### src/rtl/if_stage_if.sv
// -----------------------------------------------------------------------------
// if_stage_if -- instruction-memory fetch bus between the fetch stage and the
// instruction memory.
//
// Signals:
//   im_addr  fetch byte address, driven by the fetch stage
//   im_dout  instruction word, returned combinationally by the memory
//
// Modports:
//   master   fetch-stage side (drives im_addr, reads im_dout)
//   slave    memory side      (reads im_addr, drives im_dout)
// -----------------------------------------------------------------------------
interface if_stage_if;
    logic [31:0] im_addr;
    logic [31:0] im_dout;

    modport master (output im_addr, input  im_dout);
    modport slave  (input  im_addr, output im_dout);
endinterface

### src/rtl/if_stage.sv
// -----------------------------------------------------------------------------
// if_stage -- instruction fetch stage with PC register and IF/ID pipeline
// register.
//
// Parameters:
//   PC_RESET   byte address of the first fetch after reset
//   NOP_INST   bubble instruction placed in IF/ID
//
// Ports:
//   clk             system clock, rising edge
//   rstn            asynchronous active-low reset
//   stall           hold PC and IF/ID
//   flush           replace IF/ID with a bubble
//   jump_en         redirect request from EX
//   jump_target     redirect byte address (low two bits dropped)
//   imem            instruction-memory bus (master side)
//   pc_if           current PC
//   pc_id           IF/ID PC
//   pc4_id          IF/ID PC+4
//   inst_id         IF/ID instruction
//   valid_id        IF/ID holds a real instruction
//   misalign_fault  sticky: a redirect target had bits [1:0] nonzero
//   fetch_cnt       valid-fetch counter
//
// Configuration macro:
//   IF_STAGE_FETCH_CNT_EN  when defined, fetch_cnt counts IF/ID captures of
//                          valid instructions; otherwise it is tied to zero.
// -----------------------------------------------------------------------------
module if_stage #(
    parameter logic [31:0] PC_RESET = 32'h0000_3000,
    parameter logic [31:0] NOP_INST = 32'h0000_0013
) (
    input  logic              clk,
    input  logic              rstn,
    input  logic              stall,
    input  logic              flush,
    input  logic              jump_en,
    input  logic [31:0]       jump_target,
    if_stage_if.master        imem,
    output logic [31:0]       pc_if,
    output logic [31:0]       pc_id,
    output logic [31:0]       pc4_id,
    output logic [31:0]       inst_id,
    output logic              valid_id,
    output logic              misalign_fault,
    output logic [31:0]       fetch_cnt
);

    logic [31:0] pc_q,     pc_d;
    logic [31:0] pc_id_q,  pc_id_d;
    logic [31:0] pc4_id_q, pc4_id_d;
    logic [31:0] inst_id_q, inst_id_d;
    logic        valid_id_q, valid_id_d;
    logic        misalign_q, misalign_d;

    // Natural 32-bit overflow gives the required wrap from 0xFFFF_FFFC to 0.
    logic [31:0] pc_plus4;
    assign pc_plus4 = pc_q + 32'd4;

    // A redirect or flush kills whatever is in IF/ID; a redirect also beats a
    // stall so it is never lost.
    logic kill_ifid;
    assign kill_ifid = jump_en | flush;

    always_comb begin
        // NOTE: every always_comb output gets a default first so no path can
        // leave it unassigned and infer a latch.
        pc_d       = pc_plus4;
        pc_id_d    = pc_id_q;
        pc4_id_d   = pc4_id_q;
        inst_id_d  = inst_id_q;
        valid_id_d = valid_id_q;
        misalign_d = misalign_q;

        if (jump_en) begin
            pc_d = {jump_target[31:2], 2'b00};
            if (jump_target[1:0] != 2'b00) begin
                misalign_d = 1'b1;
            end
        end else if (stall) begin
            pc_d = pc_q;
        end

        if (kill_ifid) begin
            pc_id_d    = '0;
            pc4_id_d   = '0;
            inst_id_d  = NOP_INST;
            valid_id_d = 1'b0;
        end else if (!stall) begin
            pc_id_d    = pc_q;
            pc4_id_d   = pc_plus4;
            inst_id_d  = imem.im_dout;
            valid_id_d = 1'b1;
        end
    end

    always_ff @(posedge clk or negedge rstn) begin
        if (!rstn) begin
            pc_q       <= PC_RESET;
            pc_id_q    <= '0;
            pc4_id_q   <= '0;
            inst_id_q  <= NOP_INST;
            valid_id_q <= 1'b0;
            misalign_q <= 1'b0;
        end else begin
            // NOTE: sequential state uses non-blocking assignments so every
            // register samples pre-edge values regardless of block order.
            pc_q       <= pc_d;
            pc_id_q    <= pc_id_d;
            pc4_id_q   <= pc4_id_d;
            inst_id_q  <= inst_id_d;
            valid_id_q <= valid_id_d;
            misalign_q <= misalign_d;
        end
    end

`ifdef IF_STAGE_FETCH_CNT_EN
    logic [31:0] fetch_cnt_q, fetch_cnt_d;
    logic        capture;

    // Same condition under which IF/ID loads a valid instruction.
    assign capture     = !kill_ifid && !stall;
    assign fetch_cnt_d = capture ? fetch_cnt_q + 32'd1 : fetch_cnt_q;

    always_ff @(posedge clk or negedge rstn) begin
        if (!rstn) begin
            fetch_cnt_q <= '0;
        end else begin
            fetch_cnt_q <= fetch_cnt_d;
        end
    end

    assign fetch_cnt = fetch_cnt_q;
`else
    assign fetch_cnt = '0;
`endif

    assign imem.im_addr   = pc_q;
    assign pc_if          = pc_q;
    assign pc_id          = pc_id_q;
    assign pc4_id         = pc4_id_q;
    assign inst_id        = inst_id_q;
    assign valid_id       = valid_id_q;
    assign misalign_fault = misalign_q;

endmodule

### src/flat_wrapper.sv
// flat-port wrapper written by rule: the top's interface ports become plain ports
module if_stage_flat 
#(
    parameter logic [31:0] PC_RESET = 32'h0000_3000,
    parameter logic [31:0] NOP_INST = 32'h0000_0013
)
  (clk, rstn, stall, flush, jump_en, jump_target, pc_if, pc_id, pc4_id, inst_id, valid_id, misalign_fault, fetch_cnt, imem_im_addr, imem_im_dout);
  if_stage_if imem_i ();
  input  logic clk;
  input  logic rstn;
  input  logic stall;
  input  logic flush;
  input  logic jump_en;
  input  logic [31:0] jump_target;
  output logic [31:0] pc_if;
  output logic [31:0] pc_id;
  output logic [31:0] pc4_id;
  output logic [31:0] inst_id;
  output logic valid_id;
  output logic misalign_fault;
  output logic [31:0] fetch_cnt;
  output wire logic [$bits(imem_i.im_addr)-1:0] imem_im_addr;
  input wire logic [$bits(imem_i.im_dout)-1:0] imem_im_dout;
  assign imem_im_addr = imem_i.im_addr;
  assign imem_i.im_dout = imem_im_dout;
  if_stage #(.PC_RESET(PC_RESET), .NOP_INST(NOP_INST)) u_core (.clk(clk), .rstn(rstn), .stall(stall), .flush(flush), .jump_en(jump_en), .jump_target(jump_target), .imem(imem_i), .pc_if(pc_if), .pc_id(pc_id), .pc4_id(pc4_id), .inst_id(inst_id), .valid_id(valid_id), .misalign_fault(misalign_fault), .fetch_cnt(fetch_cnt));
endmodule
### config.mk
export PLATFORM = sky130hd
export DESIGN_NAME = if_stage_flat
export DESIGN_NICKNAME = d
export VERILOG_FILES = /design/src/rtl/if_stage_if.sv /design/src/rtl/if_stage.sv /design/src/flat_wrapper.sv
export SDC_FILE = /design/constraint.sdc
export NUM_CORES = 1
export LEC_CHECK = 0
export CORE_AREA = 2 2 106 149
export CTS_CLUSTER_SIZE = 8
export DETAILED_ROUTE_END_ITERATION = 10
export DIE_AREA = 0 0 108 151
export GPL_TIMING_DRIVEN = 0
export PLACE_DENSITY = 0.87
export SYNTH_ARGS = -nofsm -noshare
export SYNTH_HDL_FRONTEND = slang
export SYNTH_SLANG_ARGS = --single-unit
export TNS_END_PERCENT = 50
### constraint.sdc
create_clock -name clk -period 3.1 [get_ports clk]
set_clock_uncertainty 0.05 [all_clocks]
set_input_delay 0.62 -clock clk [delete_from_list [all_inputs] [get_ports clk]]
set_output_delay 0.62 -clock clk [all_outputs]
set_load 0.02 [all_outputs]
# Word level (Yosys, flattened, before mapping)
# Index checks and enable logic that the tools add are counted.
# totals
regBits,130
latchBits,0
ram_bits,0
rom_bits,0
out_inout_bits,194
n_memories,0
# op_classes
addsub,1
mul,0
div,0
n_lt_le_gt_ge,0
n_eq_ne,2
shifts,0
n_mux,9
n_bitwise,1
n_reduce_logical,2
# op_table
op,count
32-bit 2-to-1 mux,7
32-bit by 3-bit adder with 32-bit output (second input constant),1
2-bit by 1-bit inequality test with 1-bit output (second input constant),2
1-bit 2-to-1 mux,2
2-bit AND reduction,1
2-bit nonzero test,1
1-bit bitwise OR,1

# Longest topological paths before layout
# Gate-level depths: netlist of the first run.
# depth
word_depth,3
ltp_mapped,8
depth_no_buf,5

# Worst setup path after synthesis of the first run
# No wires, ideal clock.
# synth_path
path_kind,reg-to-reg
startpoint,register u_core.pc_q[12] (netlist: u_core.imem.im_addr[12])
endpoint,register u_core.pc_q[17] (netlist: u_core.imem.im_addr[17])
setup_time_ns,0.082
arrival_time_ns,2.285
slack_ns,0.683
stages_incl_launch_ff,8
path_buffers,3
synth_period_minus_slack_ns,2.417
path_cell_list,dfstp_2 -> clkbuf_1 -> nand3_1 -> or4_4 -> buf_6 -> buf_6 -> or4b_1 -> a31oi_1
# synth_via
elab_chain_cells,3
# synth_rtl
element,line,rtl
"start, declared",if_stage.sv:49,"logic [31:0] pc_q, pc_d;"
"start signal, assigned",if_stage.sv:108,pc_q <= pc_d;
32-bit by 3-bit adder with 32-bit output,if_stage.sv:58,assign pc_plus4 = pc_q + 32'd4;
32-bit 2-to-1 mux,if_stage.sv:80,end else if (stall) begin
32-bit 2-to-1 mux,if_stage.sv:75,if (jump_en) begin
# No other way between the ends. The select of a mux whose other input is x is not followed.
# A chain may end at the register's enable or synchronous reset.

# Worst setup path after layout of the first run
# layout_path
startpoint,input stall
endpoint,register u_core.inst_id_q[28] (netlist: u_core.inst_id[28])
# layout_via
elab_chain_cells,1
# layout_rtl
element,line,rtl
"start, declared",flat_wrapper.sv:11,input logic stall;
2-bit by 1-bit inequality test with 1-bit output (no line),-,
"end signal, assigned",if_stage.sv:111,inst_id_q <= inst_id_d;
"end, declared",if_stage.sv:52,"logic [31:0] inst_id_q, inst_id_d;"
# No other way between the ends.

==> metrics.cfg, run 1 <==
[timing]
tightest_slew_ns=0.855
hold_viol=0
setup_viol=0
setup_tns_ns=0
layout_min_cycle_time_ns=2.89
rsz0062_at_grt=false
slew_viol_final=0
maxSlewHeadroom_pct=43.0
fmax_mhz=346
post-route-period-util_pct=93.3

[finish]
design_area_sq_mm=0.00978
fillers=1184
final_cells=1157
layout-drive-gt1-share_pct=11.9
regArea_sq_mm=0.00311
antenna_cells=0
syn2layout_area_growth_pct=50.3
multi_input_area_sq_mm=0.00279
nets=1024

[flow_run]
cap_viol_max_count=0

[cts]
cts_root_buf=clkbuf_16
cts_setup_buffers=0
clkSlewWorstSetupHoldPaths_ns=0.06
cts.repair.resized=0
cts-htree-levels=4
numCtsBuffers=17
clockBufferDepth=2
ctsHoldBuffers=0
cts_tree=yes
cts.sinks=124
clk_latency_ns=0.41

[synth]
ys_ff_latch=124
yosysMostFrequentCell=dfrtp_1
synth_edf_count=0
synth_common_cells=dfrtp_1 (119), nor2_1 (81), buf_4 (70), mux2i_1 (60), o21ai_0 (52)
yosysTopAreaCell=dfrtp_1
synth_flop_cell=dfrtp_1
synth_cell_types=45
async_flop_share_pct=100
synth_area_sq_mm=0.00651
yosys-top-cells-area=dfrtp_1 (46%), mux2i_1 (9.2%), buf_4 (8.1%)
ys_warn_count=0
synth_top_area_share_pct=45.8
syn_avg_cell_area_sq_um=9.66
postSynthCellCount=674
seq_area_frac_synth_pct=47.8

[die]
chipWidth_um=108
die_h_um=151
io_pins=263
num_rows=53
start_util_pct=43.6
core-area_sq_mm=0.0149
die_area_sq_mm=0.0163

[detailed_routing]
route.vias.total=6106
first_iter_violations=371
avgViaCountPerCell=5.28
wl_per_cell_um=17.9
drt_wl_total_mm=20.8
dr.pass1.iters=6
ant_nets=0
drc=0

[placed_design]
gp_congestion=0.897
portBuffers=221
placed_cell_area_sq_mm=0.00914
hpwlAfterDp_mm=15.1
placedCellCount=1127

[worst_setup_path]
crit_chain=clkdlybuf4s50_1, clkbuf_1, buf_1, clkbuf_1, mux2i_1, nor2_1
worstPathArrival_ns=3.12
crit_buf_inv=4
setup.worst_path.end_class=register
crit_top_cell=clkbuf_1
cp-start-kind=input port
worstPathRequired_ns=3.33
path_max_fanout=10
ff2ff_path_depth=6
critPathTopFamily=buffers and inverters
critical_path.slowest_cell=buf_1
r2r_slack_ns=0.31
path_depth=6
cpPeakStageDelay_ns=0.63
path_class=in2reg

[global_route]
antenna_found_initial=1
grt_first_pass_wirelength_mm=31.9
grt.overflow.total=0
first_global_vias=6076
grt_max_degree=86
grt_usage_pct=25.7

[worst_hold_path]
hp-class=in2async

[pwr]
p_per_area_mw_per_mm2=516
ir_drop_mv=0.298
total_power_mw=5.05
leakage_nw=4.23

[status]
status=finished clean

-- layout make-up --
| class | count | area share, % |
|---|---|---|
| Sequential cell | 124 | 31.8 |
| Buffer | 124 | 7.66 |
| Inverter | 3 | 0.115 |
| Clock buffer | 23 | 4.99 |
| Clock inverter | 7 | 1.64 |
| Tap cell | 192 | 2.46 |
| Timing Repair Buffer | 222 | 22.9 |
| Multi-Input combinational cell | 462 | 28.5 |
-- sequential cells by signal (all words and copies together) (netlist names) --
signal                 count
u_core.imem.im_addr       30
u_core.inst_id            32
u_core.misalign_fault      1
u_core.pc4_id             30
u_core.pc_id              30
u_core.valid_id            1
-- cell usage in the layout, fill, tap and decap left out, drive strengths merged, types with 5 or more instances in the layout --
cell type        n
nor2            81
or4             16
nand4           12
a31oi           26
o21ai           52
conb            40
xnor2           17
nand2b           5
dfstp            5
nand2           39
buf             82
xor2             8
nor4             8
or3             16
nor3             5
mux2i           60
and4             6
dfrtp          119
clkbuf          67
nand3           16
bufinv           5
o31ai           10
clkdlybuf4s50  220
a21oi           17
-- per-stage QoR --
stage / hold WS [ns] / worst slack, ns / util (%)
after detailed placement: 0.405 / -0.193 / 61.2
after global placement: 0.401 / -3.59 / 61.0
after global routing: 0.0815 / 0.00643 / 65.6
final: 0.0538 / 0.209 / 65.6
after CTS: 0.0591 / 0.232 / 65.6
after floorplan: 0.274 / 0.683 / -
-- routing by layer --
metal  share of wire, %  GRT usage (%)  vias up
met5              0.063              0        -
met2                 52           44.3      275
li1                   -              -     2830
met3                7.1           6.71       65
met1                 37           29.5     2934
met4                4.0           12.2        2
-- logic make-up after synthesis --
logic type	count (synthesis)	share of synthesized area [%]
xor gates and xnor gates	25	3.36
buffers and inverters	127	11.7
adders and majority gates	1	0.192
AOI/OAI and AO/OA	116	10.4
muxes	60	9.23
DFF	124	47.8
and+or+nand+nor	220	17.3
other	1	0.0576
-- path summary, 6_finish.rpt --
| check | start | end |
|---|---|---|
| worst min register to register | u_core.misalign_fault$_DFFE_PN0P_ | u_core.misalign_fault$_DFFE_PN0P_ |
| worst max register to register | u_core.imem.im_addr[3]$_DFFE_PN0N_ | u_core.imem.im_addr[22]$_DFFE_PN0N_ |
| worst min-delay path | rstn | u_core.pc_id[8]$_DFFE_PN0P_ |
| min in group clk | u_core.misalign_fault$_DFFE_PN0P_ | u_core.misalign_fault$_DFFE_PN0P_ |
| max in group asynchronous | rstn | u_core.pc4_id[6]$_DFFE_PN0P_ |
| worst max-delay path | stall | u_core.inst_id[28]$_DFFE_PN0P_ |
-- power by group --
group	switching, mW	internal (mW)	total, mW
clock network	0.713	1.50	2.21
registers	0.0974	1.71	1.80
logic	0.548	0.486	1.03
total	1.36	3.69	5.05
-- worst register-to-register path: cells and delay by family (launching register included) --
family                     cells  cell delay, ns
and+or+nand+nor                3            1.38
AOI/OAI and AO/OA              1            0.17
buffers and inverters          1            0.24
adders and majority gates      1            0.36
DFF                            1            0.53
Note: power is estimated with default switching activity, not from simulation.
==> inputs of run 2 (changes only) <==
--- a/config.mk
+++ b/config.mk
@@ -6,10 +6,10 @@
 export NUM_CORES = 1
 export LEC_CHECK = 0
 export CORE_AREA = 2 2 106 149
+export CTS_CLUSTER_DIAMETER = 80
 export CTS_CLUSTER_SIZE = 8
 export DETAILED_ROUTE_END_ITERATION = 10
 export DIE_AREA = 0 0 108 151
-export GPL_TIMING_DRIVEN = 0
 export PLACE_DENSITY = 0.87
 export SYNTH_ARGS = -nofsm -noshare
 export SYNTH_HDL_FRONTEND = slang
==> metrics.cfg, run 2 (synthesized netlist as in run 1, its figures left out) <==
[finish]
nets=912  ; -11%
layout-drive-gt1-share_pct=6.32  ; -5.6 points
antenna_cells=0  ; unchanged
layout_common_cells=clkdlybuf4s50_1 (220), dfrtp_1 (119), nor2_1 (80), mux2i_1 (60), o21ai_0 (52)
largest_reg_flops=32  ; unchanged
utilization_pct=60.7  ; -4.9 points
syn2layout_area_growth_pct=39.1
design_area_sq_mm=0.00905  ; -7.5%
final_common_cell=clkdlybuf4s50_1

[worst_hold_path]
hp-class=in2async

[timing]
maxSlewHeadroom_pct=39.0  ; -4.0 points
fmax_mhz=385  ; +11%
rsz0062_at_grt=false
slew_viol_final=0  ; unchanged
hold_viol=0  ; unchanged
layout_min_cycle_time_ns=2.59  ; -0.297 ns
setup_viol=0  ; unchanged
post-route-period-util_pct=83.7  ; -9.6 points
setup_tns_ns=0  ; unchanged
tightest_slew_ns=0.914  ; +0.0590 ns

[cts]
cts_tree=yes
clkSlewWorstSetupHoldPaths_ns=0.06  ; about the same
clockBufferDepth=2  ; unchanged
cts-htree-levels=4  ; unchanged
ctsHoldBuffers=0  ; unchanged
cts.sinks=124  ; unchanged
numCtsBuffers=17  ; unchanged
cts.repair.resized=0  ; unchanged
cts_setup_buffers=0  ; unchanged
clk_latency_ns=0.41  ; about the same
cts_root_buf=clkbuf_16

[die]
io_pins=263  ; unchanged
num_rows=53  ; unchanged
chipWidth_um=108  ; unchanged
die_h_um=151  ; unchanged
core-area_sq_mm=0.0149  ; unchanged
start_util_pct=43.6  ; unchanged
die_area_sq_mm=0.0163  ; unchanged

[global_route]
grt_max_degree=64  ; -26%
antenna_found_initial=0  ; -1
first_global_vias=5376  ; -12%
grt_usage_pct=22.5  ; -3.1 points
grt.overflow.total=0  ; unchanged
grt_first_pass_wirelength_mm=28.5  ; -11%

[detailed_routing]
route.vias.total=5632  ; -7.8%
drt_wl_total_mm=18.8  ; -9.6%
wl_per_cell_um=17.9  ; about the same
drc=0  ; unchanged
first_iter_violations=268  ; -28%
ant_nets=0  ; unchanged
dr.pass1.iters=5  ; -1
avgViaCountPerCell=5.38  ; +1.9%

[worst_setup_path]
worstPathRequired_ns=3.37  ; +0.04 ns
path_max_fanout=34  ; +24
path_class=reg2reg
setup.worst_path.end_class=register
worstPathArrival_ns=2.86  ; -0.26 ns
cp-start-kind=register

[placed_design]
placed_cell_area_sq_mm=0.00847  ; -7.3%
portBuffers=222  ; +0.45%
gp_congestion=0.801  ; -11%
hpwlAfterDp_mm=13.1  ; -13%

[pwr]
p_per_area_mw_per_mm2=515  ; -0.15%
leakage_nw=3.78  ; -11%
ir_drop_mv=0.280  ; -5.8%
total_power_mw=4.67  ; -7.6%

[flow_run]
cap_viol_max_count=0  ; unchanged

[status]
status=finished clean

run 2: final timing paths:
kind | slack, ns | end | start | cells past startpoint
setup / recovery | 0.51 | u_core.imem.im_addr[31]$_DFFE_PN0N_ | u_core.imem.im_addr[9]$_DFFE_PN0N_ | 4
hold / removal | 0.17 | u_core.pc_id[9]$_DFFE_PN0P_ | rstn | 1
setup reg to reg | 0.51 | u_core.imem.im_addr[31]$_DFFE_PN0N_ | u_core.imem.im_addr[9]$_DFFE_PN0N_ | 4
hold reg to reg | 0.44 | u_core.valid_id$_DFFE_PN0P_ | u_core.valid_id$_DFFE_PN0P_ | 1
max in group asynchronous | 2.00 | u_core.inst_id[0]$_DFFE_PN1P_ | rstn | 2
min in group clk | 0.44 | u_core.valid_id$_DFFE_PN0P_ | u_core.valid_id$_DFFE_PN0P_ | 1
run 2: area by class of cell:
cell class                      count  area [sq um]
Clock inverter                      9          86.3
Fill cell                        1266          5870
Multi-Input combinational cell    462          2790
Tap cell                          192           240
Sequential cell                   124          3110
Inverter                            3          11.3
Timing Repair Buffer              234          2320
Clock buffer                       23           498
run 2: routing by layer:
layer	part of all wire, %	track usage, %	up-vias
met1	37	25.7	2752
li1	-	-	2605
met5	0	0	-
met2	53	39.7	233
met4	2.9	9.36	0
met3	6.8	5.90	42
run 2: power by group:
part	internal [mW]	leakage [nW]	switching, mW
logic	0.403	1.89	0.486
registers	1.70	1.62	0.128
clock network	1.21	0.273	0.737
run 2: stage by stage:
step / instances / hold WS [ns] / worst slack (ns)
finish: 1047 / 0.172 / 0.505
global route: 1047 / 0.208 / 0.363
CTS: 1047 / 0.186 / 0.536
detailed placement: 1015 / 0.423 / 0.562
global placement: 1015 / 0.403 / 0.645
floorplan: 713 / 0.274 / 0.683
run 2: worst max-delay path, cell delays in order (launching register included):
cell     delay, ns
dfrtp_1       0.59
nand3_1       0.32
or4_4         0.75
or4_1         0.57
a31oi_1       0.20
